$ cat src/rtl/corr_pkg.sv
// corr_pkg: shared definitions for the correlation window engine.
//   - corrState_t : engine FSM states (IDLE, FETCH, DRAIN, DONE)
//   - CORR_W / COORD_W / FADDR_W / TADDR_W : result, coordinate, frame and
//     template address widths
//   - H_RES / V_RES : frame geometry (mirrors the capture parameter set)
//   - satAdd  : unsigned add that clamps at all-ones
//   - inFrame : true when a (column,row) pixel position lies inside the frame
package corr_pkg;

  localparam int CORR_W  = 32;
  localparam int COORD_W = 13;
  localparam int FADDR_W = 23;
  localparam int TADDR_W = 12;
  // Pixel positions carry one extra bit so origin + template offset never wraps.
  localparam int POS_W   = COORD_W + 1;

  localparam int H_RES   = 640;
  localparam int V_RES   = 480;

  typedef enum logic [1:0] {
    IDLE  = 2'd0,
    FETCH = 2'd1,
    DRAIN = 2'd2,
    DONE  = 2'd3
  } corrState_t;

  function automatic logic [CORR_W-1:0] satAdd(input logic [CORR_W-1:0] a,
                                               input logic [CORR_W-1:0] b);
    logic [CORR_W:0] sum;
    sum = {1'b0, a} + {1'b0, b};
    if (sum[CORR_W]) begin
      satAdd = {CORR_W{1'b1}};
    end else begin
      satAdd = sum[CORR_W-1:0];
    end
  endfunction

  function automatic logic inFrame(input logic [POS_W-1:0] col,
                                   input logic [POS_W-1:0] row);
    inFrame = (col < POS_W'(H_RES)) && (row < POS_W'(V_RES));
  endfunction

endpackage

$ cat src/rtl/corr_mac_pipe.sv
// corr_mac_pipe: multiply-accumulate back end of the correlation engine.
//   Delays the per-slot valid and live (in-frame) flags by RD_LAT cycles so
//   they line up with the memory read data, forms the pixel product (forced to
//   zero for out-of-frame slots) and accumulates it into a 32-bit sum.
//   Build option: CORR_SATURATE_EN defined -> accumulator clamps at
//   32'hFFFF_FFFF; undefined -> accumulator wraps modulo 2^32.
// Ports:
//   iCLK, iRST_N      clock, async active-low reset
//   iClear            clears the accumulator (window accepted)
//   iSlotValid        an address slot was issued this cycle
//   iSlotLive         that slot lies inside the frame
//   iFramePix/iTplPix memory read data, RD_LAT cycles after the slot
//   oAcc              running correlation sum
module corr_mac_pipe
  import corr_pkg::*;
#(
  parameter int PIX_W  = 12,
  parameter int RD_LAT = 1
) (
  input  logic              iCLK,
  input  logic              iRST_N,
  input  logic              iClear,
  input  logic              iSlotValid,
  input  logic              iSlotLive,
  input  logic [PIX_W-1:0]  iFramePix,
  input  logic [PIX_W-1:0]  iTplPix,
  output logic [CORR_W-1:0] oAcc
);

  localparam int PROD_W = 2 * PIX_W;

  logic [RD_LAT-1:0] validDlyR;
  logic [RD_LAT-1:0] liveDlyR;
  logic [PROD_W-1:0] prodR;
  logic              prodValidR;
  logic [CORR_W-1:0] accR;
  logic [CORR_W-1:0] addend;
  logic [CORR_W-1:0] accNx;

  // Flag delay line matching the memory read latency.
  always_ff @(posedge iCLK or negedge iRST_N) begin
    if (!iRST_N) begin
      validDlyR <= {RD_LAT{1'b0}};
      liveDlyR  <= {RD_LAT{1'b0}};
    end else begin
      validDlyR[0] <= iSlotValid;
      liveDlyR[0]  <= iSlotLive;
      for (int k = 1; k < RD_LAT; k++) begin
        validDlyR[k] <= validDlyR[k-1];
        liveDlyR[k]  <= liveDlyR[k-1];
      end
    end
  end

  // Product stage; out-of-frame read data is garbage, so it is masked to zero.
  always_ff @(posedge iCLK or negedge iRST_N) begin
    if (!iRST_N) begin
      prodR      <= {PROD_W{1'b0}};
      prodValidR <= 1'b0;
    end else begin
      prodValidR <= validDlyR[RD_LAT-1];
      if (liveDlyR[RD_LAT-1]) begin
        prodR <= {{PIX_W{1'b0}}, iFramePix} * {{PIX_W{1'b0}}, iTplPix};
      end else begin
        prodR <= {PROD_W{1'b0}};
      end
    end
  end

  // Product widened to the accumulator width.
  always_comb begin
    addend = CORR_W'(prodR);
  end

`ifdef CORR_SATURATE_EN
  // Clamping add: once at all-ones the sum stays there until the next clear.
  always_comb begin
    accNx = satAdd(accR, addend);
  end
`else
  // Wrapping add, modulo 2^32.
  always_comb begin
    accNx = accR + addend;
  end
`endif

  // Accumulator register.
  always_ff @(posedge iCLK or negedge iRST_N) begin
    if (!iRST_N) begin
      accR <= {CORR_W{1'b0}};
    end else if (iClear) begin
      accR <= {CORR_W{1'b0}};
    end else if (prodValidR) begin
      accR <= accNx;
    end else begin
      accR <= accR;
    end
  end

  assign oAcc = accR;

endmodule

$ cat src/rtl/corr_window_engine.sv
// corr_window_engine: computes sum(frame(X+i,Y+j) * tpl(i,j)) over a
//   TPL_W x TPL_H window for the coordinate-search controller.
//   FSM IDLE -> FETCH -> DRAIN -> DONE; one address slot per FETCH cycle,
//   accept-to-pulse latency TPL_W*TPL_H + RD_LAT + 2 cycles.
//   Build option: CORR_SATURATE_EN (see corr_mac_pipe).
// Ports:
//   iCLK, iRST_N    clock, async active-low reset
//   iStart, iX, iY  start request and window origin, taken only in IDLE
//   oBusy           high from the cycle after accept until the result pulse
//   oFrameRdEn      frame read strobe (low for out-of-frame slots)
//   oFrameAddr      frame address (Y+j)*H_RES + (X+i)
//   iFramePix       frame read data, RD_LAT cycles after the address
//   oTplAddr        template address j*TPL_W + i
//   iTplPix         template read data, RD_LAT cycles after the address
//   oCorrFinished   one-cycle result pulse
//   oCurrentCorr    result, held until the next pulse
module corr_window_engine
  import corr_pkg::*;
#(
  parameter int TPL_W  = 8,
  parameter int TPL_H  = 8,
  parameter int PIX_W  = 12,
  parameter int RD_LAT = 1
) (
  input  logic               iCLK,
  input  logic               iRST_N,
  input  logic               iStart,
  input  logic [COORD_W-1:0] iX,
  input  logic [COORD_W-1:0] iY,
  output logic               oBusy,
  output logic               oFrameRdEn,
  output logic [FADDR_W-1:0] oFrameAddr,
  input  logic [PIX_W-1:0]   iFramePix,
  output logic [TADDR_W-1:0] oTplAddr,
  input  logic [PIX_W-1:0]   iTplPix,
  output logic               oCorrFinished,
  output logic [CORR_W-1:0]  oCurrentCorr
);

  localparam int CNT_W = 7;
  localparam logic [CNT_W-1:0]   I_LAST    = CNT_W'(TPL_W - 1);
  localparam logic [CNT_W-1:0]   J_LAST    = CNT_W'(TPL_H - 1);
  localparam logic [CNT_W-1:0]   CNT_ONE   = CNT_W'(1);
  localparam logic [POS_W-1:0]   POS_ONE   = POS_W'(1);
  localparam logic [TADDR_W-1:0] TADDR_ONE = TADDR_W'(1);
  localparam logic [FADDR_W-1:0] FADDR_ONE = FADDR_W'(1);
  localparam logic [FADDR_W-1:0] H_RES_F   = FADDR_W'(H_RES);
  // Moving from the last column of one row to the first of the next.
  localparam logic [FADDR_W-1:0] ROW_STEP  = FADDR_W'(H_RES - TPL_W + 1);
  localparam logic [1:0]         DRAIN_END = 2'(RD_LAT);

  corrState_t         stateR;
  corrState_t         stateNx;
  logic               accept;
  logic               lastSlot;
  logic               drainEnd;
  logic [1:0]         drainCntR;

  logic [CNT_W-1:0]   iCntR;
  logic [CNT_W-1:0]   jCntR;
  logic [POS_W-1:0]   xOrgR;
  logic [POS_W-1:0]   colR;
  logic [POS_W-1:0]   rowR;
  logic [FADDR_W-1:0] frameAddrR;
  logic [TADDR_W-1:0] tplAddrR;
  logic               slotValidR;
  logic               rdEnR;

  logic               busyR;
  logic               finishedR;
  logic [CORR_W-1:0]  corrR;
  logic [CORR_W-1:0]  acc;

  // FSM state register.
  always_ff @(posedge iCLK or negedge iRST_N) begin
    if (!iRST_N) begin
      stateR <= IDLE;
    end else begin
      stateR <= stateNx;
    end
  end

  // FSM next-state and accept decode.
  always_comb begin
    stateNx  = stateR;
    accept   = 1'b0;
    lastSlot = (iCntR == I_LAST) && (jCntR == J_LAST);
    drainEnd = (drainCntR == DRAIN_END);
    case (stateR)
      IDLE: begin
        if (iStart) begin
          accept  = 1'b1;
          stateNx = FETCH;
        end else begin
          stateNx = IDLE;
        end
      end
      FETCH: begin
        if (lastSlot) begin
          stateNx = DRAIN;
        end else begin
          stateNx = FETCH;
        end
      end
      DRAIN: begin
        if (drainEnd) begin
          stateNx = DONE;
        end else begin
          stateNx = DRAIN;
        end
      end
      DONE: begin
        stateNx = IDLE;
      end
      default: begin
        stateNx = IDLE;
      end
    endcase
  end

  // Drain counter: DRAIN lasts RD_LAT+1 cycles so the MAC pipeline empties.
  always_ff @(posedge iCLK or negedge iRST_N) begin
    if (!iRST_N) begin
      drainCntR <= 2'd0;
    end else if (stateR == DRAIN) begin
      drainCntR <= drainCntR + 2'd1;
    end else begin
      drainCntR <= 2'd0;
    end
  end

  // Address generator: registers hold the slot currently on the memory ports.
  // The origin product Y*H_RES uses a constant coefficient and is formed once
  // per window; per-slot addresses are built only with increments.
  always_ff @(posedge iCLK or negedge iRST_N) begin
    if (!iRST_N) begin
      iCntR      <= {CNT_W{1'b0}};
      jCntR      <= {CNT_W{1'b0}};
      xOrgR      <= {POS_W{1'b0}};
      colR       <= {POS_W{1'b0}};
      rowR       <= {POS_W{1'b0}};
      frameAddrR <= {FADDR_W{1'b0}};
      tplAddrR   <= {TADDR_W{1'b0}};
      slotValidR <= 1'b0;
      rdEnR      <= 1'b0;
    end else if (accept) begin
      iCntR      <= {CNT_W{1'b0}};
      jCntR      <= {CNT_W{1'b0}};
      xOrgR      <= {1'b0, iX};
      colR       <= {1'b0, iX};
      rowR       <= {1'b0, iY};
      frameAddrR <= FADDR_W'(iY) * H_RES_F + FADDR_W'(iX);
      tplAddrR   <= {TADDR_W{1'b0}};
      slotValidR <= 1'b1;
      rdEnR      <= inFrame({1'b0, iX}, {1'b0, iY});
    end else if ((stateR == FETCH) && !lastSlot) begin
      tplAddrR <= tplAddrR + TADDR_ONE;
      if (iCntR == I_LAST) begin
        iCntR      <= {CNT_W{1'b0}};
        jCntR      <= jCntR + CNT_ONE;
        colR       <= xOrgR;
        rowR       <= rowR + POS_ONE;
        frameAddrR <= frameAddrR + ROW_STEP;
        rdEnR      <= inFrame(xOrgR, rowR + POS_ONE);
      end else begin
        iCntR      <= iCntR + CNT_ONE;
        colR       <= colR + POS_ONE;
        frameAddrR <= frameAddrR + FADDR_ONE;
        rdEnR      <= inFrame(colR + POS_ONE, rowR);
      end
    end else begin
      slotValidR <= 1'b0;
      rdEnR      <= 1'b0;
    end
  end

  corr_mac_pipe #(
    .PIX_W (PIX_W),
    .RD_LAT(RD_LAT)
  ) uMacPipe (
    .iCLK      (iCLK),
    .iRST_N    (iRST_N),
    .iClear    (accept),
    .iSlotValid(slotValidR),
    .iSlotLive (rdEnR),
    .iFramePix (iFramePix),
    .iTplPix   (iTplPix),
    .oAcc      (acc)
  );

  // Registered status and result outputs.
  always_ff @(posedge iCLK or negedge iRST_N) begin
    if (!iRST_N) begin
      busyR     <= 1'b0;
      finishedR <= 1'b0;
      corrR     <= {CORR_W{1'b0}};
    end else begin
      busyR     <= (stateNx != IDLE);
      finishedR <= (stateR == DONE);
      if (stateR == DONE) begin
        corrR <= acc;
      end else begin
        corrR <= corrR;
      end
    end
  end

  assign oBusy         = busyR;
  assign oFrameRdEn    = rdEnR;
  assign oFrameAddr    = frameAddrR;
  assign oTplAddr      = tplAddrR;
  assign oCorrFinished = finishedR;
  assign oCurrentCorr  = corrR;

endmodule

$ cat config.mk
export PLATFORM = sky130hd
export DESIGN_NAME = corr_window_engine
export DESIGN_NICKNAME = d
export VERILOG_FILES = /design/src/rtl/corr_pkg.sv /design/src/rtl/corr_mac_pipe.sv /design/src/rtl/corr_window_engine.sv
export SDC_FILE = /design/constraint.sdc
export NUM_CORES = 1
export LEC_CHECK = 0
export ABC_AREA = 1
export CAP_MARGIN = 5
export CORE_MARGIN = 3
export CORE_UTILIZATION = 25
export CTS_BUF_LIST = sky130_fd_sc_hd__clkbuf_16
export CTS_CLUSTER_DIAMETER = 50
export DETAILED_ROUTE_END_ITERATION = 10
export PLACE_DENSITY = 0.42
export SYNTH_ARGS = -nofsm -noshare
export SYNTH_HDL_FRONTEND = slang
export SYNTH_SLANG_ARGS = --single-unit
$ cat constraint.sdc
create_clock -name iCLK -period 5.25 [get_ports iCLK]
set_clock_uncertainty 0.05 [all_clocks]
set_input_delay 1.3125 -clock iCLK [delete_from_list [all_inputs] [get_ports iCLK]]
set_output_delay 1.3125 -clock iCLK [all_outputs]
set_load 0.01 [all_outputs]
== Word level (Yosys, flattened, before mapping) ==
Index checks and enable logic that the tools add are counted.
Widths: inputs -> output; s select.

* Add/subtract/negate cells: 10
* Multipliers: 2
* Div/mod/pow operators: 0
* $lt $le $gt $ge: 6
* Eq/ne operators: 7
* Shift operators: 0
* Muxes and demuxes: 32
* Bitwise logic cells: 0
* Reduce and logical (&&, ||, !) cells: 12

{| class="wikitable"
|+ Operator list
! cell !! count
|-
| $mux 14 || 6
|-
| $mux 23 || 3
|-
| $mux 32 || 2
|-
| $mux 7 || 6
|-
| $add 32x24->32 || 1
|-
| $add 14x1->14 const B || 2
|-
| $lt 14x9->1 const B || 2
|-
| $lt 13x10->1 const B || 2
|-
| $mul 12x12->24 || 1
|-
| $mux 12 || 2
|-
| $mux 24 || 1
|-
| $add 23x1->23 const B || 1
|-
| $add 23x10->23 const B || 1
|-
| $add 23x13->23 || 1
|-
| $mul 13x3->16 const B || 1
|-
| $add 7x1->7 const B || 2
|-
| $eq 7x3->1 const B || 2
|-
| $lt 14x10->1 const B || 1
|-
| $lt 13x9->1 const B || 1
|-
| $add 12x1->12 const B || 1
|-
| $mux 1 || 9
|-
| $pmux 2 s4 || 1
|-
| $reduce_bool 2->1 || 4
|-
| $logic_and 1x1->1 || 5
|-
| other kinds (8) || 11
|}

* Flip-flop bits (word level): 189
* Bits in latches: 0
* Bits in writable memories: 0
* ROM bits: 0
* Memories: 0

== Depth between registers and ports, before layout ==
* Depth after elaboration: 6
* Mapped depth: 23
* Depth with buffers taken out: 22

== By module ==
A second synthesis with hierarchy kept.

* Cells, all modules: 2391
* Area, all modules: 17087.6 µm²

{| class="wikitable"
|+ Modules (own cells, without submodules)
! module !! instances !! cells an instance !! area an instance (µm²) !! seq. area each (µm²)
|-
| corr_mac_pipe || 1 || 1278 || 8872.3 || 1476.4
|-
| corr_window_engine || 1 || 1113 || 8215.4 || 3253.1
|}

== Worst setup path after synthesis ==
OpenSTA, ideal clock, no wires.

* Path kind: input port to flip-flop
* From: input iFramePix[5]
* To: register uMacPipe.prodR[17]
* Library setup time: 120 ps
* Data arrival time: 5625 ps
* Path slack: -545 ps
* Cell stages on the path: 18
* Buffers on the path: 1
* Cells stage by stage: clkbuf_1 nand2_1 fa_1 fa_1 fa_1 inv_1 fa_1 inv_1 fa_1 inv_1 ha_1 a21oi_1 o21ai_1 a21oi_1 o21ai_1 a21oi_1 xor2_1 nor2_1

* Cells in the longest elaborated chain, start to end: 2

{| class="wikitable"
|+ RTL lines
! what !! line !! RTL
|-
| from (decl) || corr_window_engine.sv:33 || <nowiki>input logic [PIX_W-1:0] iFramePix,</nowiki>
|-
| $mul 12x12->24 || corr_mac_pipe.sv:63 || <nowiki>prodR <= {{PIX_W{1'b0}}, iFramePix} * {{PIX_W{1'b0}}, iTplPix};</nowiki>
|-
| $mux 24 || corr_mac_pipe.sv:62 || <nowiki>if (liveDlyR[RD_LAT-1]) begin</nowiki>
|-
| to (signal assigned) || corr_mac_pipe.sv:58 || <nowiki>prodR <= {PROD_W{1'b0}};</nowiki>
|-
| to (signal assigned) || corr_mac_pipe.sv:63 ||
|-
| to (signal assigned) || corr_mac_pipe.sv:65 || <nowiki>prodR <= {PROD_W{1'b0}};</nowiki>
|-
| to (decl) || corr_mac_pipe.sv:34 || <nowiki>logic [PROD_W-1:0] prodR;</nowiki>
|}

No other way between the ends.
A chain may end at the register's enable or synchronous reset.

== Worst setup path in the final report ==
* From: input iTplPix[6]
* To: register uMacPipe.prodR[19]

* Cells in the longest elaborated chain, start to end: 2

{| class="wikitable"
|+ RTL lines
! what !! line !! RTL
|-
| from (decl) || corr_window_engine.sv:35 || <nowiki>input logic [PIX_W-1:0] iTplPix,</nowiki>
|-
| $mul 12x12->24 || corr_mac_pipe.sv:63 ||
|-
| $mux 24 || corr_mac_pipe.sv:62 ||
|}

No other way between the ends.

==> reports/metrics.yaml <==
synth_edf_count: 0
synth_largest_area_cell: "dfrtp_1"
fp.dieArea_mm2: 0.0686
multi_input_area_mm2: 0.0105
clock_sinks: 189
fp.dieH_um: 262
p_leak_nw: 10.6
final_area_mm2: 0.0210
root_buffer: "clkbuf_16"
synth_seq_cells: 189
cp_max_fo: 7
place.gp.congestion: 0.845
arrival_ns: 5.44
crit_required_ns: 5.58
hold_viol: 0
dp_hpwl_um: 38100
max_slew_margin_pct: 37.9
clk_latency_ns: 0.46
grt_pass1_vias: 14946
num-fill-cells: 6889
core_mm2: 0.0646
synth-async-reset-ratio_pct: 100
drive_gt1_share_pct: 14.2
first_pass_iters: 5
overflow: 0
regArea_mm2: 0.00473
initial_utilization_pct: 25.4
status: "completed"
crit_family: "adder cells"
dpl_worst_slack_ns: -0.879
hold_buffers: 0
drt_iter0_drc: 754
die_w_um: 262
clkTransAtPathRegs_ns: 0.07
antenna_found_initial: 0
placedCellCount: 3234
cp-end-kind: "register"
synth_flop_cell: "dfrtp_1"
max_freq_mhz: 196
cts_inserted_buffers: 17
report.final.slew_viol_count: 0
synth_area_mm2: 0.0164
grt_pass1_wl_um: 81100
num_antenna_cells: 0
final_nets: 2724
critPathSlowestCell: "fa_1"
vias: 14968
area_growth_pct: 27.9
drt_wl_total_um: 49700
crit_top_cell: "fa_1"
maxCapViolCount: 0
yosys_warnings: 0
drc: 0
post-route-period-util_pct: 97.2
powerDensity_mw_per_mm2: 386
post-route-util_pct: 32.4
worstMarginPinSlew_ns: 0.932
syn_inst: 2215
yosysSeqAreaShare_pct: 28.9
peakVddDrop_v: 0.000360
htreeDepth: 4
cts_tree: "yes"
rows: 93
grt_max_degree: 101
min_period_ns: 5.11
io_buffers: 122
ys_types: 48
synth_top_cell_area_share_pct: 28.9
vias_per_cell: 4.52
path_cells: "buf_4, buf_12, buf_4, nand2_2, fa_2, fa_1, fa_1, inv_1, fa_1, inv_1, fa_1, inv_2, ha_4, a21oi_4, o21ai_4, a21oi_4, o21ai_4, nand3_1, nand2_1, buf_4, a21oi_2"
layout_setup_ws_ns: 0.145
fin_total_pwr_mw: 8.09
cts_buffer_depth: 2
worstSetupStartpointType: "primary input"
ios: 123
postPlaceCellArea_mm2: 0.0196
path_buf_inv: 7
crit_type: "in2reg"
synth_nets: 2497
hold_class: "reg2reg"
wl_per_cell_um: 15.0
synthTopCellsByArea: "dfrtp_1, nand2_1, fa_1"
grt_use_total_pct: 14.8
cpPeakStageDelay_ns: 0.53
fin_cells: 3309
final-setup-viol-count: 0
antenna_left: 0
syn_area_per_cell_um2: 7.39
[final timing paths]
check	slack, ns	start	cells after the start	end
setup reg to reg	1.88	iCntR[0]	13	iCntR[6]
setup / recovery	0.14	iTplPix[6]	21	uMacPipe.prodR[19]
min in group asynchronous	0.88	iRST_N	1	oFrameAddr[21]
max in group asynchronous	3.34	iRST_N	2	oCurrentCorr[18]
hold reg to reg	0.33	slotValidR	0	uMacPipe.validDlyR
hold / removal	0.33	slotValidR	0	uMacPipe.validDlyR
[per-layer routing]
metal	GRT usage (%)	vias up	share of wire [%]
li1	-	7534	-
met1	20.8	7182	50
met2	24.1	220	46
met3	2.06	32	2.7
met4	2.97	0	1.1
met5	0	-	0
[cells by family (layout without fill, tap and decap cells)]
| logic type | Yosys count | in the layout | share of synthesized area, % |
|---|---|---|---|
| simple gates | 908 | 908 | 23.0 |
| buf+inv | 453 | 692 | 10.6 |
| compound gates | 395 | 395 | 13.1 |
| fa+ha+maj | 229 | 229 | 22.2 |
| flops | 189 | 189 | 28.9 |
| xor+xnor | 40 | 40 | 2.14 |
| mux | 1 | 1 | 0.0611 |
[layout by cell type, fill, tap and decap left out, types with 8 or more instances in the layout]
master           count
o22ai_1             14
xnor2_1             11
nand2_2             21
nand4_1             20
o21ai_2              8
clkdlybuf4s50_1     97
fa_1                90
xor2_1              29
o211ai_1            21
o21ai_0            163
buf_6               18
dfrtp_1            189
buf_4              118
nor3_1              31
clkinv_2             8
o21bai_1             8
ha_4                17
a21oi_1            117
ha_1               107
nor2_1             143
inv_1              359
fa_2                13
nand2_4             12
nand2_1            543
clkbuf_16           18
a31oi_1             20
o21ai_1             10
a21oi_2              8
nand3_1            101
inv_2               27
buf_12              12
buf_2                8
[power by group]
part	total [mW]	internal [mW]	switching (mW)
Clock	1.24	0.641	0.598
Sequential	1.60	1.54	0.0592
Combinational	5.25	2.43	2.83
[Yosys cell counts (14+ instances only)]
library cell	number
nand3_1	104
nand4_1	20
clkbuf_1	52
inv_1	384
o21ai_0	170
a31oi_1	20
fa_1	103
o211ai_1	21
dfrtp_1	189
nor3_1	33
a21oi_1	131
nor2_1	148
ha_1	126
nand2_1	571
xor2_1	29
o22ai_1	14
[through the flow]
stage           TNS, ns  hold WS, ns
5_1_grt        -0.00371        0.357
3_3_place_gp     -11.49        0.320
4_1_cts               0        0.333
3_5_place_dp     -12.23        0.315
2_1_floorplan    -0.100        0.281
6_report              0        0.334
[area by class of cell]
| class | instances | share of cell area [%] |
|---|---|---|
| sequential | 189 | 22.6 |
| clock buffer | 17 | 2.03 |
| tap | 855 | 5.11 |
| inverter | 389 | 7.00 |
| timing repair buffer | 272 | 12.5 |
| multi-input combinational | 1573 | 50.3 |
| clock inverter | 14 | 0.502 |
[repair_timing]
item,CTS,global route
endpoints found under the setup margin,15,15
resized for setup,104,111
pin swaps,48,82
hold endpoints to repair,0,0
setup buffers,24,12
cloned,9,1
[state kept, by name (all words and copies together), names as in the netlist, 2 cells and up]
signal and count:
oCurrentCorr 32, uMacPipe.oAcc 32, uMacPipe.prodR 24, oFrameAddr 23
colR 14, rowR 14, xOrgR 13, oTplAddr 12
iCntR 7, jCntR 7, drainCntR 2, stateR 2
No activity file was read; power rests on OpenSTA's default activity.
